**src/rtl/mioc_nandn_od.sv**
```systemverilog
`default_nettype none
// ============================================================================
//  Module   : mioc_nandn_od
//  Brief    : N-input NAND with registered open-drain drive decision,
//             synchronised line readback and stuck/open fault supervision.
//  Revision : 1.0 - initial release
// ============================================================================
module mioc_nandn_od #(
   parameter int N            = 2,
   parameter int SYNC_STAGES  = 2,
   parameter int FAULT_CYCLES = 16
) (
   input  logic         clk,
   input  logic         rst_n,
   input  logic [N-1:0] in,
   input  logic         en,
   input  logic         z_in,
   input  logic         clr_fault,
   output logic         z_oe,
   output logic         nand_q,
   output logic         z,
   output logic         stuck,
   output logic         open
);

   localparam logic [7:0] c_fault_max = 8'(FAULT_CYCLES);

   // Reject parameter sets where a normal loopback transition could look like a fault.
   generate
      if (N < 2 || SYNC_STAGES < 2 || FAULT_CYCLES <= SYNC_STAGES + 1 || FAULT_CYCLES > 255) begin : g_param_check
         $error("mioc_nandn_od: illegal parameter combination");
      end
   endgenerate

   // The FSM state is the drive decision itself: RELEASED means nand_q = 1.
   typedef enum logic [0:0] {
      ST_RELEASED = 1'b0,
      ST_DRIVING  = 1'b1
   } state_t;

   state_t                 state_q, state_d;
   logic [SYNC_STAGES-1:0] sync_q;
   logic [7:0]             cnt_q, cnt_d;
   logic                   stuck_q, stuck_d;
   logic                   open_q, open_d;

   logic                   w_nand_next;
   logic                   w_state_change;
   logic                   w_mismatch;
   logic                   w_set;

   // Drive decision, fault counter and sticky flags register together.
   always_ff @(posedge clk) begin
      if (!rst_n) begin
         state_q <= ST_RELEASED;
         cnt_q   <= 8'd0;
         stuck_q <= 1'b0;
         open_q  <= 1'b0;
      end else begin
         state_q <= state_d;
         cnt_q   <= cnt_d;
         stuck_q <= stuck_d;
         open_q  <= open_d;
      end
   end

   // Readback synchroniser; resets to the released (pulled-up) level.
   always_ff @(posedge clk) begin
      if (!rst_n) begin
         sync_q <= '1;
      end else begin
         sync_q <= {sync_q[SYNC_STAGES-2:0], z_in};
      end
   end

   // Next state, mismatch counting and flag set/clear (set beats clear).
   always_comb begin
      w_nand_next    = 1'b1;
      state_d        = state_q;
      w_state_change = 1'b0;
      w_mismatch     = 1'b0;
      w_set          = 1'b0;
      cnt_d          = 8'd0;
      stuck_d        = stuck_q;
      open_d         = open_q;

      w_nand_next    = en ? ~&in : 1'b1;
      state_d        = w_nand_next ? ST_RELEASED : ST_DRIVING;
      w_state_change = (state_d != state_q);

      // Line level disagrees with what we asked for.
      w_mismatch = ((state_q == ST_RELEASED) && !z) ||
                   ((state_q == ST_DRIVING)  &&  z);

      if (w_state_change || !w_mismatch) begin
         cnt_d = 8'd0;
      end else if (cnt_q >= c_fault_max) begin
         cnt_d = c_fault_max;
      end else begin
         cnt_d = cnt_q + 8'd1;
      end

      // Fires only on the single edge that reaches saturation.
      w_set = !w_state_change && w_mismatch && (cnt_q == c_fault_max - 8'd1);

      if (clr_fault) begin
         stuck_d = 1'b0;
         open_d  = 1'b0;
      end
      if (w_set && (state_q == ST_RELEASED)) begin
         stuck_d = 1'b1;
      end
      if (w_set && (state_q == ST_DRIVING)) begin
         open_d = 1'b1;
      end
   end

   assign nand_q = (state_q == ST_RELEASED);
   assign z_oe   = ~nand_q;
   assign z      = sync_q[SYNC_STAGES-1];
   assign stuck  = stuck_q;
   assign open   = open_q;

endmodule
`default_nettype wire
```
**config.mk**
```make
export PLATFORM = sky130hd
export DESIGN_NAME = mioc_nandn_od
export DESIGN_NICKNAME = d
export VERILOG_FILES = /design/src/rtl/mioc_nandn_od.sv
export SDC_FILE = /design/constraint.sdc
export NUM_CORES = 1
export LEC_CHECK = 0
export CAP_MARGIN = 20
export CELL_PAD_IN_SITES_DETAIL_PLACEMENT = 1
export CELL_PAD_IN_SITES_GLOBAL_PLACEMENT = 2
export CORE_UTILIZATION = 27
export DETAILED_ROUTE_END_ITERATION = 6
export GPL_TIMING_DRIVEN = 0
export PLACE_DENSITY = 0.75
export SLEW_MARGIN = 20
export SYNTH_ARGS = -nofsm -noshare
export SYNTH_HDL_FRONTEND = slang
export SYNTH_SLANG_ARGS = --single-unit
```
**constraint.sdc**
```tcl
create_clock -name clk -period 1.95 [get_ports clk]
set_input_delay 0.39 -clock clk [delete_from_list [all_inputs] [get_ports clk]]
set_output_delay 0.39 -clock clk [all_outputs]
set_load 0.005 [all_outputs]
```
# == Yosys cells after proc, flatten, opt, wreduce, memory -nomap -nowiden ==
# Index checks and enable logic that the tools add are counted.
# totals
register_bits,13
latchBits,0
ram_bits,0
rom_bits,0
in_bits,7
output_inout_bits,5
word_cells,35
mem_count,0
# op_classes
add_sub_neg,1
n_mul,0
n_div,0
order_cmp,1
n_eq_ne,2
shift,0
muxes,6
n_bitwise,2
n_reduce_logical,17
# op_table
op,n
$add 8x1->8 const B,1
$eq 8x4->1 const B,1
$ge 8x5->1 const B,1
$logic_and 1x1->1,6
$mux 1,5
$mux 5,1
$logic_not 1->1,4
$reduce_bool 2->1,2
$reduce_or 3->1,1
$logic_or 1x1->1,2
$not 1->1,2
$reduce_and 2->1,1
$reduce_or 2->1,1
$ne 1x1->1,1

# == Logic depth before layout (Yosys ltp) ==
# depth
word_depth,10
depth_mapped,4
ltp_nobuf,4

# == Worst setup path after synthesis ==
# OpenSTA, ideal clock, no wires.
# synth_path
kind,register -> register
start,register cnt_q[4]
end,"register open_q, in the netlist open"
setup_ns,0.070
t_arrival_ns,1.444
required_time_ns,1.880
setup_slack_ns,0.436
stages_incl_launch_ff,4
path_buffers,0
synth_period_minus_slack_ns,1.514
cell_sequence,dfxtp_1 > or4_4 > or4_1 > a21oi_1
# synth_between
elab_chain_cells,4
# synth_rtl
element,line,source
"start, declared",43,"logic [7:0] cnt_q, cnt_d;"
"start signal, assigned",61,cnt_q <= cnt_d;
$eq 8x4->1 (*),104,w_set = !w_state_change && w_mismatch && (cnt_q == c_fault_max - 8'd1);
$logic_and 1x1->1 (*),104,
$logic_and 1x1->1 (*),113,if (w_set && (state_q == ST_DRIVING)) begin
$mux 1 / $reduce_bool 2->1 (equally long branches),n/a,
"end signal, assigned",63,open_q <= open_d;
"end, declared",45,"logic open_q, open_d;"
# Every way passes the cells marked *; elsewhere a longest branch is shown, timed or not.
# A chain may end at the register's enable or synchronous reset.

# == Worst setup path in the final report ==
# layout_path
start,"register state_q, in the netlist z_oe"
end,output z_oe
# layout_rtl
element,line,source
"start, declared",41,"state_t state_q, state_d;"
"start signal, assigned",60,state_q <= state_d;
"end, declared",19,"output logic z_oe,"
# No word-level cell between the ends.

==> impl_metrics.env <==
export IMPL_cts_path_max_buffers=2
export IMPL_comb_power_share_pct=6.3
export IMPL_grt_overflow=0
export IMPL_final_seq_area_um2=260
export IMPL_cpMaxStageDelayCell="clkdlybuf4s50_1"
export IMPL_slowest_delay_ns=0.54
export IMPL_clkTransAtPathRegs_ns=0.08
export IMPL_post_place_cells=76
export IMPL_synth_warnings=0
export IMPL_grt_pass1_vias=383
export IMPL_ys_types=21
export IMPL_cts_tree="done"
export IMPL_clkSinkCount=13
export IMPL_multi_input_area_um2=201
export IMPL_io_buffers=11
export IMPL_firstDrtPassIters=1
export IMPL_setup_viol=0
export IMPL_die_width_um=43.9
export IMPL_rsz0062_at_grt="no"
export IMPL_startpoint_type="flop"
export IMPL_hold_viol_final=0
export IMPL_worstPathRequired_ns=1.56
export IMPL_fin_setup_tns_ns=0
export IMPL_critPathCaptureType="output port"
export IMPL_layout_common_cells="dfxtp_1, clkdlybuf4s50_1, inv_1"
export IMPL_path_class="flop to output port"
export IMPL_cts_resized=0
export IMPL_report_power_total_mw=0.468
export IMPL_root_buffer="clkbuf_4"
export IMPL_cp_cell_sequence="clkdlybuf4s50_1"
export IMPL_synth_seq_cells=13
export IMPL_gp_congestion=0.589
export IMPL_drive_gt1_share_pct=7.81
export IMPL_io_pins=12
export IMPL_nFillCells=183
export IMPL_grt_max_degree=9
export IMPL_outcome="finished clean"
export IMPL_drc=0
export IMPL_slew_violations=0
export IMPL_p_seq_share_pct=58.9
export IMPL_grt_pass1_wl_mm=1.59
export IMPL_switching_share_pct=21.6
export IMPL_cp_top_family="buffers and inverters"
export IMPL_cap_violations=0
export IMPL_fin_cells=80
export IMPL_htreeDepth=1
export IMPL_ir_drop_uv=392
export IMPL_die_area_um2=1920
export IMPL_min_period_ns=1.63
export IMPL_clkPwrFrac_pct=34.8
export IMPL_wl_um=884
export IMPL_p_int_mw=0.367
export IMPL_critPathBufInv=1
export IMPL_powerDensity_nw_per_um2=733
export IMPL_critPathMaxFanout=6
export IMPL_fin_util_pct=40.5
export IMPL_fmax_ghz=0.613
export IMPL_drt_initial_drc_count=0
export IMPL_synth_cell_area_um2=473
export IMPL_layout_commonest_cell="dfxtp_1"
export IMPL_core_area_um2=1580
export IMPL_rows=14
export IMPL_postSynthCellCount=47
export IMPL_syn2layout_area_growth_pct=34.9
export IMPL_antenna_found_initial=0
export IMPL_track_usage_pct=12.1
export IMPL_cts_setup_buffers=0
export IMPL_p_leak_nw=0.244
export IMPL_dp_final_hpwl_um=696
export IMPL_period_share_pct=83.7
export IMPL_clock_latency_ns=0.28
export IMPL_cts_made_buffers=3
export IMPL_skew_ns=0.00189
export IMPL_syn_avg_cell_area_um2=10.1
export IMPL_nNetsFinal=74
export IMPL_num_vias=378
export IMPL_switchingPower_mw=0.101
export IMPL_vias_per_cell=4.73
export IMPL_start_util_pct=30.0
export IMPL_wire_per_inst_um=11.1
export IMPL_ant_nets=0
export IMPL_crit_arrival_ns=1.24
export IMPL_n_antenna_cell=0
export IMPL_ys_seq_area_share_pct=55.0
export IMPL_die_h_um=43.9
export IMPL_hold_buffers=0
export IMPL_hp_class="flop to flop"
==> metal layers <==
layer / global-route usage (%) / vias up / wire length, um
met1: 13.8 / 180 / 410
li1: - / 190 / -
met3: 7.50 / 2 / 41
met2: 17.0 / 6 / 417
met5: 0 / - / 0
met4: 7.27 / 0 / 14
==> area by class of cell <==
| cell class | instances | area share, % |
|---|---|---|
| repair buffers | 11 | 17.3 |
| multi-input cells | 31 | 31.6 |
| well taps | 16 | 3.14 |
| clock buffers | 3 | 3.53 |
| flip-flops and latches | 13 | 40.8 |
| clock inverters | 1 | 0.784 |
| inverters | 5 | 2.94 |
==> state kept, by name, indices dropped and copies added (netlist names) <==
register,flops
cnt_q,8
open,1
sync_q,2
stuck,1
z_oe,1
==> synth_stat cells, drive strengths merged <==
cell	instances	area [um^2]
a21oi	2	10.0
a311o	1	10.0
and2	1	6.26
and3	1	6.26
conb	1	3.75
dfxtp	13	260
ha	2	25.0
inv	5	18.8
mux2i	1	10.0
nand2	2	7.51
nand2b	3	18.8
nand3	3	15.0
nor2	2	7.51
nor3	3	15.0
nor3b	1	7.51
nor4	1	6.26
o32ai	1	8.76
or4	2	18.8
xnor2	1	8.76
xor2	1	8.76
==> through the flow <==
stage                     instance area [um^2]  setup WS (ns)  hold slack, ns
after global placement                     611          0.216           0.391
final                                      638          0.318           0.414
after floorplan                            480          0.436           0.386
after CTS                                  638          0.293           0.423
after global routing                       638          0.254           0.434
after detailed placement                   611          0.182           0.403
==> path summary, 6_finish.rpt <==
kind | start | to | slack (ns) | depth (start not counted)
worst max-delay path | z_oe | z_oe | 0.32 | 1
worst min-delay path | sync_q[0] | sync_q[1] | 0.41 | 1
worst max register to register | cnt_q[4] | open | 0.34 | 3
worst min register to register | sync_q[0] | sync_q[1] | 0.41 | 1
==> kinds of logic after synthesis <==
kind of cell	synth area share, %
other	0.793
AO/OA/AOI/OAI	6.09
AND/OR/NAND/NOR	23.0
flip-flops	55.0
adder cells (fa/ha/maj)	5.29
XOR/XNOR	3.70
multiplexers	2.12
buffers and inverters	3.97
==> power groups by stage <==
stage	Clock, mW	Combinational [mW]	Sequential [mW]
floorplan	0	0.00953	0.281
global placement	0	0.0295	0.282
detailed placement	0	0.0296	0.282
CTS	0.177	0.0296	0.276
global route	0.189	0.0321	0.277
finish	0.163	0.0293	0.276
(Power assumes the default switching activity.)
